--- config.mk ---
export PLATFORM = sky130hd
export DESIGN_NAME = morse_uart_tx
export DESIGN_NICKNAME = d
export VERILOG_FILES = /design/src/rtl/morse_uart_pkg.sv /design/src/rtl/byte_fifo.sv /design/src/rtl/morse_uart_tx.sv
export SDC_FILE = /design/constraint.sdc
export NUM_CORES = 1
export LEC_CHECK = 0
export ABC_AREA = 1
export CAP_MARGIN = 20
export CELL_PAD_IN_SITES_DETAIL_PLACEMENT = 2
export CELL_PAD_IN_SITES_GLOBAL_PLACEMENT = 2
export CORE_MARGIN = 2
export CORE_UTILIZATION = 36
export CTS_CLUSTER_DIAMETER = 100
export DETAILED_ROUTE_END_ITERATION = 8
export PLACE_DENSITY_LB_ADDON = 0.1
export SLEW_MARGIN = 20
export SYNTH_ARGS = -nofsm -noshare
export SYNTH_HDL_FRONTEND = slang
export SYNTH_SLANG_ARGS = --single-unit
--- constraint.sdc ---
create_clock -name clk -period 2.71 [get_ports clk]
set_input_delay 0.542 -clock clk [delete_from_list [all_inputs] [get_ports clk]]
set_output_delay 0.542 -clock clk [all_outputs]
set_load 0.005 [all_outputs]
--- src/rtl/morse_uart_pkg.sv ---
`default_nettype none
// ============================================================================
//  Module  : morse_uart_pkg
//  Purpose : Shared definitions for the Morse-to-UART transmit path: the
//            transmitter state encoding, the frame length in bits and the
//            line idle level.
//  Config  : MORSE_UART_PARITY_EN adds the PARITY state (8E1, 11-bit frame);
//            without it frames are 8N1, 10 bits.
//  Revision: 1.0 - initial release
// ============================================================================
package morse_uart_pkg;

`ifdef MORSE_UART_PARITY_EN
    typedef enum logic [2:0] {
        ST_IDLE   = 3'd0,
        ST_START  = 3'd1,
        ST_DATA   = 3'd2,
        ST_PARITY = 3'd3,
        ST_STOP   = 3'd4
    } tx_state_t;

    localparam int FRAME_BITS = 11;
`else
    typedef enum logic [2:0] {
        ST_IDLE   = 3'd0,
        ST_START  = 3'd1,
        ST_DATA   = 3'd2,
        ST_STOP   = 3'd4
    } tx_state_t;

    localparam int FRAME_BITS = 10;
`endif

    // UART line level when no frame is on the wire (mark).
    localparam logic c_IDLE_LEVEL = 1'b1;

endpackage
`default_nettype wire

--- src/rtl/byte_fifo.sv ---
`default_nettype none
// ============================================================================
//  Module  : byte_fifo
//  Purpose : Small synchronous byte FIFO (circular buffer, separate count).
//            Read data is the current head (first-word fall-through), so a
//            consumer captures dout on the same edge it asserts pop.
//  Ports   : clk, reset (sync, active high)
//            push/din  - write request and data
//            pop/dout  - read request and head data
//            count     - entries held, 0..2^FIFO_AW
//            full, empty
//            drop      - push rejected this cycle (full and no pop)
//  Revision: 1.0 - initial release
// ============================================================================
module byte_fifo #(
    parameter int FIFO_AW = 2
) (
    input  logic               clk,
    input  logic               reset,
    input  logic               push,
    input  logic [7:0]         din,
    input  logic               pop,
    output logic [7:0]         dout,
    output logic [FIFO_AW:0]   count,
    output logic               full,
    output logic               empty,
    output logic               drop
);

    localparam int               c_DEPTH = 1 << FIFO_AW;
    localparam logic [FIFO_AW:0] c_FULL  = (FIFO_AW + 1)'(c_DEPTH);

    logic [7:0]         r_mem [c_DEPTH];
    logic [FIFO_AW-1:0] r_wr_ptr;
    logic [FIFO_AW-1:0] r_rd_ptr;
    logic [FIFO_AW:0]   r_count;
    logic               w_do_push;
    logic               w_do_pop;

    assign full  = (r_count == c_FULL);
    assign empty = (r_count == '0);
    assign dout  = r_mem[r_rd_ptr];
    assign count = r_count;

    // A pop in the same cycle frees the slot the push needs; when full the
    // write pointer equals the read pointer, and the head is read before it
    // is overwritten because both happen on the same edge.
    assign w_do_pop  = pop & ~empty;
    assign w_do_push = push & (~full | w_do_pop);
    assign drop      = push & full & ~w_do_pop;

    always_ff @(posedge clk) begin
        if (reset) begin
            r_wr_ptr <= '0;
            r_rd_ptr <= '0;
            r_count  <= '0;
        end else begin
            if (w_do_push) begin
                r_wr_ptr <= r_wr_ptr + 1'b1;
            end
            if (w_do_pop) begin
                r_rd_ptr <= r_rd_ptr + 1'b1;
            end
            if (w_do_push && !w_do_pop) begin
                r_count <= r_count + 1'b1;
            end else if (w_do_pop && !w_do_push) begin
                r_count <= r_count - 1'b1;
            end
        end
    end

    // Storage needs no reset: entries are only read after being written.
    always_ff @(posedge clk) begin
        if (w_do_push) begin
            r_mem[r_wr_ptr] <= din;
        end
    end

endmodule
`default_nettype wire

--- src/rtl/morse_uart_tx.sv ---
`default_nettype none
// ============================================================================
//  Module  : morse_uart_tx
//  Purpose : Captures each character finished by the Morse decoder (rising
//            edge of done), buffers it in byte_fifo and serialises it onto a
//            UART TX line, LSB first.
//  Ports   : clk, reset (sync, active high)
//            letter[7:0] - ASCII code from the decoder
//            done        - decoder done level; captured on 0->1
//            tx          - UART serial output, idles high
//            busy        - a frame is on the wire
//            fifo_count  - characters buffered, not yet popped
//            overflow    - sticky: a character was dropped (FIFO full)
//  Config  : MORSE_UART_PARITY_EN adds an even parity bit (8E1); default 8N1.
//  Revision: 1.0 - initial release
// ============================================================================
module morse_uart_tx #(
    parameter int CLKS_PER_BIT = 1085,
    parameter int FIFO_AW      = 2
) (
    input  logic               clk,
    input  logic               reset,
    input  logic [7:0]         letter,
    input  logic               done,
    output logic               tx,
    output logic               busy,
    output logic [FIFO_AW:0]   fifo_count,
    output logic               overflow
);
    import morse_uart_pkg::*;

    localparam int                  c_BAUD_W    = $clog2(CLKS_PER_BIT);
    localparam logic [c_BAUD_W-1:0] c_BAUD_LAST = c_BAUD_W'(CLKS_PER_BIT - 1);

    // Bit counter tracks frame position: 0 = start, 1..8 = data bits.
`ifdef MORSE_UART_PARITY_EN
    localparam logic [3:0] c_LAST_DATA_POS = 4'(FRAME_BITS - 3);
`else
    localparam logic [3:0] c_LAST_DATA_POS = 4'(FRAME_BITS - 2);
`endif

    logic                r_done_q;
    logic                w_push;
    logic                w_pop;
    logic [7:0]          w_fifo_dout;
    logic                w_fifo_full;
    logic                w_fifo_empty;
    logic                w_fifo_drop;
    logic [FIFO_AW:0]    w_fifo_count;
    logic                w_unused_full;
    logic                r_overflow;

    tx_state_t           r_state;
    tx_state_t           w_state_nxt;
    logic [7:0]          r_shift;
    logic [7:0]          w_shift_nxt;
    logic [3:0]          r_bit_cnt;
    logic [3:0]          w_bit_cnt_nxt;
    logic [c_BAUD_W-1:0] r_baud_cnt;
    logic [c_BAUD_W-1:0] w_baud_cnt_nxt;
    logic                w_bit_end;
    logic                w_tx;
`ifdef MORSE_UART_PARITY_EN
    logic                r_parity;
    logic                w_parity_nxt;
`endif

    // ---------------------------------------------------------------- capture
    // done is a level; only its rising edge counts as a new character.
    always_ff @(posedge clk) begin
        if (reset) begin
            r_done_q <= 1'b0;
        end else begin
            r_done_q <= done;
        end
    end

    assign w_push = done & ~r_done_q;

    byte_fifo #(
        .FIFO_AW (FIFO_AW)
    ) u_fifo (
        .clk   (clk),
        .reset (reset),
        .push  (w_push),
        .din   (letter),
        .pop   (w_pop),
        .dout  (w_fifo_dout),
        .count (w_fifo_count),
        .full  (w_fifo_full),
        .empty (w_fifo_empty),
        .drop  (w_fifo_drop)
    );

    // Full is folded into drop inside the FIFO; nothing else needs it here.
    assign w_unused_full = w_fifo_full;

    always_ff @(posedge clk) begin
        if (reset) begin
            r_overflow <= 1'b0;
        end else if (w_fifo_drop) begin
            r_overflow <= 1'b1;
        end
    end

    // ------------------------------------------------------------ transmitter
    assign w_bit_end = (r_baud_cnt == c_BAUD_LAST);

    always_ff @(posedge clk) begin
        if (reset) begin
            r_state    <= ST_IDLE;
            r_shift    <= '0;
            r_bit_cnt  <= '0;
            r_baud_cnt <= '0;
        end else begin
            r_state    <= w_state_nxt;
            r_shift    <= w_shift_nxt;
            r_bit_cnt  <= w_bit_cnt_nxt;
            r_baud_cnt <= w_baud_cnt_nxt;
        end
    end

`ifdef MORSE_UART_PARITY_EN
    always_ff @(posedge clk) begin
        if (reset) begin
            r_parity <= 1'b0;
        end else begin
            r_parity <= w_parity_nxt;
        end
    end
`endif

    always_comb begin
        w_state_nxt    = r_state;
        w_shift_nxt    = r_shift;
        w_bit_cnt_nxt  = r_bit_cnt;
        w_baud_cnt_nxt = w_bit_end ? '0 : r_baud_cnt + 1'b1;
        w_pop          = 1'b0;
        w_tx           = c_IDLE_LEVEL;
`ifdef MORSE_UART_PARITY_EN
        w_parity_nxt   = r_parity;
`endif

        case (r_state)
            ST_IDLE: begin
                w_baud_cnt_nxt = '0;
                if (!w_fifo_empty) begin
                    w_pop         = 1'b1;
                    w_shift_nxt   = w_fifo_dout;
                    w_bit_cnt_nxt = '0;
`ifdef MORSE_UART_PARITY_EN
                    w_parity_nxt  = ^w_fifo_dout;
`endif
                    w_state_nxt   = ST_START;
                end
            end

            ST_START: begin
                w_tx = 1'b0;
                if (w_bit_end) begin
                    w_bit_cnt_nxt = r_bit_cnt + 4'd1;
                    w_state_nxt   = ST_DATA;
                end
            end

            ST_DATA: begin
                w_tx = r_shift[0];
                if (w_bit_end) begin
                    w_shift_nxt   = {1'b0, r_shift[7:1]};
                    w_bit_cnt_nxt = r_bit_cnt + 4'd1;
                    if (r_bit_cnt == c_LAST_DATA_POS) begin
`ifdef MORSE_UART_PARITY_EN
                        w_state_nxt = ST_PARITY;
`else
                        w_state_nxt = ST_STOP;
`endif
                    end
                end
            end

`ifdef MORSE_UART_PARITY_EN
            ST_PARITY: begin
                w_tx = r_parity;
                if (w_bit_end) begin
                    w_bit_cnt_nxt = r_bit_cnt + 4'd1;
                    w_state_nxt   = ST_STOP;
                end
            end
`endif

            ST_STOP: begin
                w_tx = 1'b1;
                if (w_bit_end) begin
                    w_state_nxt = ST_IDLE;
                end
            end

            default: begin
                w_state_nxt = ST_IDLE;
            end
        endcase
    end

    assign tx         = w_tx;
    assign busy       = (r_state != ST_IDLE);
    assign fifo_count = w_fifo_count;
    assign overflow   = r_overflow;

endmodule
`default_nettype wire

==> run summary <==
Pwr Density = 937 nW/um^2
Syn-to-layout area delta = 15.2%
Global-route wire length before repair = 13,900 um
Hold Path Class = flop to flop
Max Buffers Root-to-Sink = 2
Hold path cells = 1
Initial drt markers = 54
Worst path cell trace = inv_2 > nand3_1 > nand2_1 > o21ai_0 > clkdlybuf4s50_1
Worst-path clk slew = 70 ps
Leak = 1.59 nW
Fin cells = 531
Avg Vias per Cell = 4.88
Via count = 2,589
Post-CTS setup buffer count = 0
Clock H-tree levels = 3
Skew final = 12.2 ps
Grt ovf = 0
Worst path depth = 5
Final core utilization = 42.9%
Unrepaired setup endpoints after global routing = false
Synth area leaders = edfxtp_1 (29%), dfxtp_1 (23%), nand2_1 (10%)
Leading area contributor after synthesis = edfxtp_1
Met2 WL = 4170 um
Initial Util = 37.3%
Pre-antenna DRT Iters = 4
Ys flop type = dfxtp_1
Crit end category = output pin
Core area = 8760 um^2
Syn. warnings = 0
Endpoints failing hold = 0
Maximum vdd drop = 0.360 mV
Final slew viol count = 0
Post-Route WL = 8250 um
PostCTS Resize Cnt = 0
Synthesized area per cell = 8.37 um^2
Cell row count = 34
CP peak stage delay = 530 ps
Nets = 439
CP required = 2170 ps
Period utilisation layout = 87.2%
Top cell type's share of synthesized area = 29.4%
Root Driver = clkbuf_8
Syn Nets = 411
Yosys reg bits = 69
I/O pins = 17
Worst-Skew Late Latency = 350 ps
Die extent in x = 99.2 um
Multi-input gate area in the final layout = 1270 um^2
Slew margin rel. = 67.8%
Simple-Gate Fraction of Synth Area = 28.7%
Slowest-stage cell, CP = clkdlybuf4s50_1
Gr usage total = 18.4%
Number of synthesized flops with an enable pin = 32
Reg area = 1700 um^2
Most frequent cell after synthesis = nand2_1
Die Span Y = 99.2 um
Startpoint Class = flop
Post-synthesis compound-gate area fraction = 5.21%
Wire length per cell = 15.5 um
Register area share after synthesis = 52.1%
CTS Buf Count = 9
Critical Path AT = 1820 ps
# clock sinks = 69
Hold_buf cts = 0
Fmax = 423 MHz
Final GP Congestion = 0.786
Met3 WL = 180 um
Mux share of post-synthesis cell area = 0%
Final TNS setup = 0 ps
R2R Setup Slk = 410 ps
Combinational family with the most area after synthesis = simple AND/OR/NAND/NOR gates
M1 WL = 3770 um
Bufs and invs on worst path = 2
Post-Synth XOR/XNOR Area = 1.07%
Setup CP Type = flop to output pin
Synth Area in Adders = 4.06%
FF-to-FF path depth = 12
Post-Syn Area = 3270 um^2
Post-synth cell types = 31
Setup Viol. Count Final = 0
CP Max Fanout = 5
Status = finished clean
Hpwl dp = 6060 um
Antenna Violating Nets Remaining = 0
Layout cells sized above 1 = 10.4%
Synth Instances = 390
CP delay by family, top = buffers and inverters
Initial antenna violation count = 0
DR DRC count = 0
Async set-reset flop share out of synthesis = 0%
Die ar. = 9850 um^2
Largest net degree at the start of global routing = 20
Post-synth top cells = nand2_1 (90), inv_1 (55), nor2_1 (51)
CTS tree = yes
Port bufs = 16
Max layer used = met4
Slew @ Worst Pin = 483 ps
Max cap viols = 0
Diode count = 0
Layout fillers = 1,002
Final min period = 2360 ps
Vias in the first global route = 2,802
Dpl cells = 515
==> cell type report <==
cell class | count | area share [%]
clock inverters | 5 | 1.60
repair buffers | 25 | 6.05
inverters | 62 | 6.18
flip-flops and latches | 69 | 45.2
clock buffers | 11 | 3.49
multi-input cells | 251 | 33.9
well taps | 108 | 3.59
==> cell families after synthesis <==
family	Yosys count
adders and majority gates	10
buffers and inverters	70
DFF	69
and+or+nand+nor	204
xor gates and xnor gates	4
AOI/OAI and AO/OA	33
==> layer usage <==
| metal | up-vias | global-route usage [%] |
|---|---|---|
| met1 | 1255 | 22.2 |
| met3 | 10 | 2.81 |
| met2 | 24 | 33.2 |
| met5 | - | 0 |
| met4 | 0 | 6.32 |
| li1 | 1300 | - |
==> where the power goes <==
| group | internal (W) | switching [W] |
|---|---|---|
| clock | 0.000429 | 0.000400 |
| combinational | 0.000472 | 0.000849 |
| sequential | 0.00126 | 0.000118 |
| total | 0.00216 | 0.00137 |
==> flip-flops by register name, summed over array words and instances (netlist names), named ones only <==
signal / flops
u_fifo.r_wr_ptr: 2
overflow: 1
r_done_q: 1
r_baud_cnt: 11
r_state: 3
u_fifo.r_mem: 32
u_fifo.r_rd_ptr: 2
u_fifo.count: 3
r_shift: 8
r_bit_cnt: 4
==> path summary, 6_finish.rpt <==
check	from	end
setup / recovery	r_state[1]	tx
hold / removal	overflow	overflow
hold reg to reg	overflow	overflow
setup reg to reg	u_fifo.count[0]	u_fifo.count[2]
==> cells in the final DEF, fill, tap and decap left out, types with 2 or more instances in the layout <==
cell type / count
nand2_1: 90
inv_1: 55
nor2_1: 51
dfxtp_1: 37
edfxtp_1: 32
nand3_1: 31
a21oi_1: 19
clkdlybuf4s50_1: 16
o21ai_0: 12
ha_1: 9
clkbuf_8: 9
buf_4: 9
nor3_1: 7
inv_2: 6
nand3b_1: 6
nand3_2: 4
nand2_2: 4
xor2_1: 3
nor3_2: 2
nand4_1: 2
or2_2: 2
clkbuf_1: 2
==> stage by stage <==
| stage | instance area (um^2) | setup slack [ps] | hold WS (ps) | power (W) |
|---|---|---|---|---|
| 4_1_cts | 3760 | 322 | 477 | 0.00359 |
| 6_report | 3760 | 347 | 474 | 0.00353 |
| 2_1_floorplan | 3270 | 733 | 437 | 0.00233 |
| 3_3_place_gp | 3570 | 306 | 445 | 0.00265 |
| 3_5_place_dp | 3570 | 213 | 457 | 0.00274 |
| 5_1_grt | 3760 | 151 | 510 | 0.00382 |
Power figures use the tool's default switching activity.
